<file path="config.mk">
export PLATFORM = sky130hd
export DESIGN_NAME = slice_field_bank
export DESIGN_NICKNAME = d
export VERILOG_FILES = /design/src/rtl/slice_field_pkg.sv /design/src/rtl/slice_field_merge.sv /design/src/rtl/slice_field_bank.sv
export SDC_FILE = /design/constraint.sdc
export NUM_CORES = 1
export LEC_CHECK = 0
export CORE_MARGIN = 4
export CORE_UTILIZATION = 40
export DETAILED_ROUTE_END_ITERATION = 8
export SLEW_MARGIN = 0
export SYNTH_ARGS = -nofsm -noshare
export SYNTH_HDL_FRONTEND = slang
export SYNTH_SLANG_ARGS = --single-unit
export TNS_END_PERCENT = 1
</file>
<file path="constraint.sdc">
create_clock -name clock_0 -period 3.8 [get_ports clock_0]
set_input_delay 0.57 -clock clock_0 [delete_from_list [all_inputs] [get_ports clock_0]]
set_output_delay 0.57 -clock clock_0 [all_outputs]
set_load 0.005 [all_outputs]
</file>
<file path="src/rtl/slice_field_pkg.sv">
// slice_field_pkg
// Shared types and helpers for the slice_field_bank block.
//   state_t     : bulk-clear FSM state encoding
//   FIELD_INIT  : reset / clear value of every channel register
//   clamp_len   : limits a requested field length to the maximum field width
package slice_field_pkg;

    typedef enum logic [0:0] {
        S_IDLE  = 1'b0,
        S_CLEAR = 1'b1
    } state_t;

    // Wide enough for any practical DATA_W; users take the low DATA_W bits.
    localparam logic [63:0] FIELD_INIT = '0;

    function automatic int clamp_len(input int len, input int max_len);
        return (len > max_len) ? max_len : len;
    endfunction

endpackage

</file>
<file path="src/rtl/slice_field_merge.sv">
// slice_field_merge
// Combinational bit-field merge: inserts the low len bits of data into
// old_val starting at bit lsb. Bits that would land above DATA_W-1 are dropped
// and flagged on clip.
// Ports:
//   old_val [DATA_W]  : current register value
//   lsb     [LSB_W]   : field LSB position
//   len     [LEN_W]   : requested field length (clamped to FIELD_W)
//   data    [FIELD_W] : field value, right-aligned
//   new_val [DATA_W]  : merged register value
//   clip    [1]       : field extended past the top of the register
module slice_field_merge
    import slice_field_pkg::*;
#(
    parameter int DATA_W  = 14,
    parameter int FIELD_W = 7,
    parameter int LSB_W   = $clog2(DATA_W),
    parameter int LEN_W   = $clog2(FIELD_W + 1)
) (
    input  logic [DATA_W-1:0]  old_val,
    input  logic [LSB_W-1:0]   lsb,
    input  logic [LEN_W-1:0]   len,
    input  logic [FIELD_W-1:0] data,
    output logic [DATA_W-1:0]  new_val,
    output logic               clip
);

    // Shifting at DATA_W+FIELD_W bits keeps out-of-range field bits from
    // wrapping back into the low end before truncation.
    localparam int WIDE_W = DATA_W + FIELD_W;

    logic [WIDE_W-1:0] field_mask;
    logic [WIDE_W-1:0] field_data;
    logic [DATA_W-1:0] mask_lo;
    logic [DATA_W-1:0] data_lo;
    int                eff_len;

    always_comb begin
        eff_len    = clamp_len(int'(len), FIELD_W);
        field_mask = (WIDE_W'(1) << eff_len) - WIDE_W'(1);
        field_data = WIDE_W'(data) & field_mask;
        mask_lo    = DATA_W'(field_mask << lsb);
        data_lo    = DATA_W'(field_data << lsb);
        new_val    = (old_val & ~mask_lo) | data_lo;
        clip       = (int'(lsb) + eff_len) > DATA_W;
    end

endmodule

</file>
<file path="src/rtl/slice_field_bank.sv">
// slice_field_bank
// Bank of CH independent DATA_W-bit registers updated by partial bit-field
// writes, read through a registered port extended to OUT_W bits.
// Optional feature macro: SLICE_FIELD_FWD_EN -- forwards a same-cycle accepted
// write to the read channel into rd_data (read-after-write); default is
// read-before-write.
// Ports:
//   clock_0   : clock, rising edge
//   reset_n   : synchronous active-low reset
//   clr       : pulse, starts a bulk clear walk over all channels
//   wr_valid  : write request;  wr_ready : write accepted when both high
//   wr_ch/wr_lsb/wr_len/wr_data : write target channel and field
//   rd_ch     : read channel;   rd_data  : registered extended value
//   clip      : sticky per-channel clip flags
//   busy      : bulk clear in progress
//
// state   | meaning
// S_IDLE  | accepting writes; clr starts a walk
// S_CLEAR | zeroing channel clr_idx each cycle, ascending; writes blocked
module slice_field_bank
    import slice_field_pkg::*;
#(
    parameter int CH      = 4,
    parameter int DATA_W  = 14,
    parameter int FIELD_W = 7,
    parameter int OUT_W   = 17,
    parameter int SIGNED  = 0
) (
    input  logic                           clock_0,
    input  logic                           reset_n,
    input  logic                           clr,
    input  logic                           wr_valid,
    output logic                           wr_ready,
    input  logic [$clog2(CH)-1:0]          wr_ch,
    input  logic [$clog2(DATA_W)-1:0]      wr_lsb,
    input  logic [$clog2(FIELD_W+1)-1:0]   wr_len,
    input  logic [FIELD_W-1:0]             wr_data,
    input  logic [$clog2(CH)-1:0]          rd_ch,
    output logic [OUT_W-1:0]               rd_data,
    output logic [CH-1:0]                  clip,
    output logic                           busy
);

    localparam int CH_W = $clog2(CH);

    state_t            state;
    logic [CH_W-1:0]   clr_idx;
    logic [DATA_W-1:0] regs [CH];
    logic [CH-1:0]     clip_q;
    logic [OUT_W-1:0]  rd_q;

    logic              wr_ch_ok;
    logic              rd_ch_ok;
    logic              wr_fire;
    logic [DATA_W-1:0] wr_old;
    logic [DATA_W-1:0] merged;
    logic              merge_clip;
    logic [DATA_W-1:0] rd_src;
    logic [OUT_W-1:0]  rd_next;

    assign wr_ready = (state == S_IDLE) && !clr;
    assign busy     = (state == S_CLEAR);
    assign wr_fire  = wr_valid && wr_ready;
    assign rd_data  = rd_q;
    assign clip     = clip_q;

    always_comb begin
        wr_ch_ok = int'(wr_ch) < CH;
        rd_ch_ok = int'(rd_ch) < CH;
        wr_old   = wr_ch_ok ? regs[wr_ch] : '0;
    end

    slice_field_merge #(
        .DATA_W  (DATA_W),
        .FIELD_W (FIELD_W)
    ) u_merge (
        .old_val (wr_old),
        .lsb     (wr_lsb),
        .len     (wr_len),
        .data    (wr_data),
        .new_val (merged),
        .clip    (merge_clip)
    );

    always_comb begin
        rd_src = rd_ch_ok ? regs[rd_ch] : '0;
`ifdef SLICE_FIELD_FWD_EN
        // The merge output for the write channel is exactly the post-write
        // value, so it doubles as the forwarding source.
        if (wr_fire && wr_ch_ok && (wr_ch == rd_ch)) begin
            rd_src = merged;
        end
`endif
        if (SIGNED != 0) begin
            rd_next = OUT_W'($signed(rd_src));
        end else begin
            rd_next = OUT_W'(rd_src);
        end
    end

    always_ff @(posedge clock_0) begin
        if (!reset_n) begin
            state   <= S_IDLE;
            clr_idx <= '0;
            clip_q  <= '0;
            rd_q    <= '0;
            for (int i = 0; i < CH; i++) begin
                regs[i] <= FIELD_INIT[DATA_W-1:0];
            end
        end else begin
            rd_q <= rd_next;
            case (state)
                S_IDLE: begin
                    if (clr) begin
                        state   <= S_CLEAR;
                        clr_idx <= '0;
                    end else if (wr_fire && wr_ch_ok) begin
                        regs[wr_ch] <= merged;
                        if (merge_clip) begin
                            clip_q[wr_ch] <= 1'b1;
                        end
                    end
                end
                S_CLEAR: begin
                    regs[clr_idx]   <= FIELD_INIT[DATA_W-1:0];
                    clip_q[clr_idx] <= 1'b0;
                    if (clr_idx == CH_W'(CH - 1)) begin
                        state   <= S_IDLE;
                        clr_idx <= '0;
                    end else begin
                        clr_idx <= clr_idx + CH_W'(1);
                    end
                end
                default: state <= S_IDLE;
            endcase
        end
    end

endmodule
</file>
==> results.txt <==
The congestion estimate from routability-driven global placement came to 0.952. CTS saw 77 sinks. The die covers 14700 sq um.

Summing the areas of all xor and xnor instances in the mapped netlist gives 0.342% of the synthesized area. The start-to-end type of the worst setup path was in -> reg. After detailed routing, the total wire length is 14200 um.

The root buffer cell chosen for the clock tree is clkbuf_16. The worst hold path begins at clip[1]. The number of setup buffers added after CTS is 0.

Ranked by total cell area, the synthesized netlist is headed by edfxtp_1 33%, mux4_2 12%, dfxtp_1 8.2%. The endpoint class of the critical path was a flip-flop. Synthesis inferred 77 register bits. For the final routed database, the setup TNS stands at 0 ns. Kind of start point of the critical path: a primary input. Once the floorplan was initialized, standard cells occupied 40.7% of the core.

Setup violations remaining at the end of the flow were counted as 0. The worst register-to-register path begins at busy. Clock tree buffer depth: 2. During synthesis, Yosys emitted a total of 0 warnings. The number of antenna violations at the first check in global routing is 0.

The repair_antennas step left the layout with diodes totalling 0. After Yosys synthesis, and, or, nand and nor cells account for 21.0% of the synthesized area. The tools report the max-slew violation count as 0. Headroom to the max-slew limit came out at 42.8%. The worst hold path terminates at clip[1]. Number of buffers added by the clock tree synthesis step: 9. Per-instance average area after synthesis: 10.5 sq um. After synthesis, the largest family of logic cells by area is simple AND/OR/NAND/NOR gates. Share of synthesized cell area in full adder, half adder and majority cells: 2.54%. In this run the power density over the cells is 362 nW/um^2. Floorplan die width: 121 um. At the later pin of the worst-skew pair, clock insertion delay measures 0.34 ns.

The worst path uses 83.7% of the clock period. The worst register-to-register path ends at regs[1][2]. The via count of the first global-routing pass is 4114. The count of H-tree levels built during CTS was 3; the top-area cell type share of the netlist area was 32.9%. The clock slew seen by the registers of the worst setup and hold paths is 0.05 ns, and the data required time of the critical path is 3.88 ns.

Of all flip-flops after synthesis, the portion carrying an async set or reset was 0%. After synthesis, the share of cell area in mux cells is 13.1%. The final routed wire length divided by cell count is 20.2 um.

The number of buffer cells added on primary ports is 41. Final hold analysis gives a worst-case slack of 0.500 ns. The die is 121 um tall. The logs give 0 for the final hold violation count and 7 for the length of the first detailed-routing pass in iterations. The static leakage was 2.16 nW. Setup slack on the worst reg-to-reg path comes out at 1.49 ns. The number of hold buffers added after CTS was 0. The cell area that synthesis handed to floorplanning was 5120 sq um.

Cells with a size suffix above 1 make up 17.0% of the layout. The transition time of the tightest slew-check pin came out at 0.855 ns. The compound-gate portion of the synthesized area works out to 16.3%. The worst min-delay path class is reg -> reg. The post-synthesis cell count was 488. TritonCTS built the clock tree. After detailed routing, the number of vias per cell comes to 5.88.

Across the VDD grid, the largest voltage drop is 0.178 mV. The launching instance or port of the critical path is wr_len[2]. For this run, the total global-route usage over all layers was measured as 20.2%. In the synthesized netlist the dominant register cell turns out to be edfxtp_1. After synthesis, flip-flops and latches occupy 41.1% of the total area.

The worst register-to-register path has a depth of 5. The core region is 12600 sq um. The floorplan has 41 rows.

For the worst setup path, the data arrival time is 3.26 ns. In this run the count of I/O pins placed on the die edge is 45. After the last flow step, the layout net total stands at 555. For this block, the via count after detailed routing is 4122. The first global-routing pass estimated 22600 um of wire.

The total congestion overflow is 0. Along the worst path, the maximum fanout reaches 16. After the first detailed-routing iteration, the DRC count stood at 323. The leading area contributor after synthesis was edfxtp_1.

Entering global routing, the biggest net connects 43 pins. The detail route stage leaves a number of antenna-violating nets equal to 0. Setup repair after global routing left no endpoint under its margin. After detailed routing, the number of remaining DRC violations is 0. The count of unique library cells instantiated by Yosys was 81; the reported max-cap violation count was 0. Relative to the synthesized area, the layout overhead comes to 17.4%.

The post-DP HPWL was 10400 um; the clock period minus final worst setup slack was 3.18 ns. Post-CTS repair changed the size of 0 cells. The flow ran to the end, and the final reports show no timing, DRC or antenna violations. Yosys mapped a number of flops with a built-in enable equal to 56.

On the final layout, the worst clock skew is 0.00326 ns. The worst hold path depth was 1. Static timing analysis puts the maximum clock frequency at 0.314 GHz.
[area by class of cell]
class,instances,area (sq um)
multi-input cells,353,2740
repair buffers,67,631
inverters,16,60.1
well taps,172,215
clock buffers,10,229
clock inverters,6,30.0
flip-flops and latches,77,2100
fillers,1183,6560
[synthesized netlist by cell type (4+ instances only)]
| cell type | number |
|---|---|
| edfxtp_1 | 56 |
| nor2_1 | 52 |
| nand2_1 | 36 |
| mux4_2 | 28 |
| and2_1 | 23 |
| dfxtp_1 | 21 |
| a21oi_1 | 20 |
| buf_2 | 20 |
| nor3_1 | 20 |
| clkbuf_1 | 17 |
| inv_1 | 15 |
| o21ai_0 | 13 |
| a31oi_1 | 8 |
| ha_1 | 8 |
| nand2b_1 | 8 |
| nor2b_1 | 8 |
| o211ai_1 | 8 |
| a21o_1 | 6 |
| buf_4 | 6 |
| nand3_1 | 5 |
| nor4b_1 | 5 |
| a211oi_1 | 4 |
| a32o_1 | 4 |
| a41o_1 | 4 |
| o21a_1 | 4 |
[worst max path at each step]
| stage | endpoint | slack (ns) | cells after the start |
|---|---|---|---|
| 2_1_floorplan | regs[0][11] | 0.70 | 14 |
| 3_3_place_gp | regs[2][5] | 0.36 | 10 |
| 3_5_place_dp | regs[1][12] | 0.29 | 11 |
| 4_1_cts | regs[1][12] | 0.63 | 11 |
| 5_1_grt | regs[1][12] | 0.42 | 11 |
| 6_report | regs[1][4] | 0.62 | 10 |
[routing by layer]
metal  vias to the layer above  share of wire, %  GRT usage [%]  wire (um)
met5                         -                 0              0          0
met4                         0               2.1           7.15        299
met3                        27               6.3           4.38        898
met2                       141                48           31.9       6860
met1                      2015                43           27.6       6130
li1                       1939                 -              -          -
[registers in the layout, indices dropped and copies added (netlist names)]
name,flops
busy,1
rd_data,14
regs,56
clip,4
clr_idx,2
[per-stage QoR]
stage,util [%],setup WS (ns),power (W),cell area (sq um),instances
4_1_cts,47.8,0.633,0.00219,6010,701
5_1_grt,47.8,0.424,0.00227,6010,701
2_1_floorplan,-,0.700,0.00127,5120,490
6_report,47.8,0.618,0.00218,6010,701
3_3_place_gp,45.7,0.356,0.00143,5750,685
3_5_place_dp,45.7,0.289,0.00144,5750,685
[power by group]
part | switching (W) | leakage (nW) | internal, W
clock network | 0.000322 | 0.127 | 0.000433
registers | 0.0000251 | 0.754 | 0.000953
logic | 0.000243 | 1.28 | 0.000199
[worst max-delay path, cell delays in order]
cell	delay, ns
clkdlybuf4s50_1	0.48
nor3_2	0.23
inv_1	0.08
ha_1	0.35
or3b_1	0.38
a21oi_1	0.12
or3_1	0.40
o211ai_1	0.30
a2bb2oi_2	0.27
nor2_1	0.08
[cells by family after synthesis]
| logic type | count (synthesis) |
|---|---|
| AO/OA/AOI/OAI | 111 |
| XOR/XNOR | 2 |
| adder cells (fa/ha/maj) | 10 |
| buffers and inverters | 60 |
| flip-flops | 77 |
| multiplexers | 32 |
| other | 1 |
| AND/OR/NAND/NOR | 195 |
[layout by cell type (no fill, tap or decap), types with 4 or more instances in the layout]
| cell type | instances |
|---|---|
| a211oi_1 | 4 |
| a21o_1 | 6 |
| a21oi_1 | 20 |
| a31oi_1 | 8 |
| a32o_1 | 4 |
| a41o_1 | 4 |
| and2_1 | 23 |
| buf_4 | 24 |
| clkbuf_16 | 9 |
| clkdlybuf4s50_1 | 41 |
| dfxtp_1 | 21 |
| edfxtp_1 | 56 |
| ha_1 | 8 |
| inv_1 | 15 |
| mux4_2 | 28 |
| nand2_1 | 36 |
| nand2b_1 | 8 |
| nand3_1 | 5 |
| nor2_1 | 52 |
| nor2b_1 | 8 |
| nor3_1 | 20 |
| nor4b_1 | 5 |
| o211ai_1 | 8 |
| o21a_1 | 4 |
| o21ai_0 | 13 |
No activity file was read; power rests on OpenSTA's default activity.
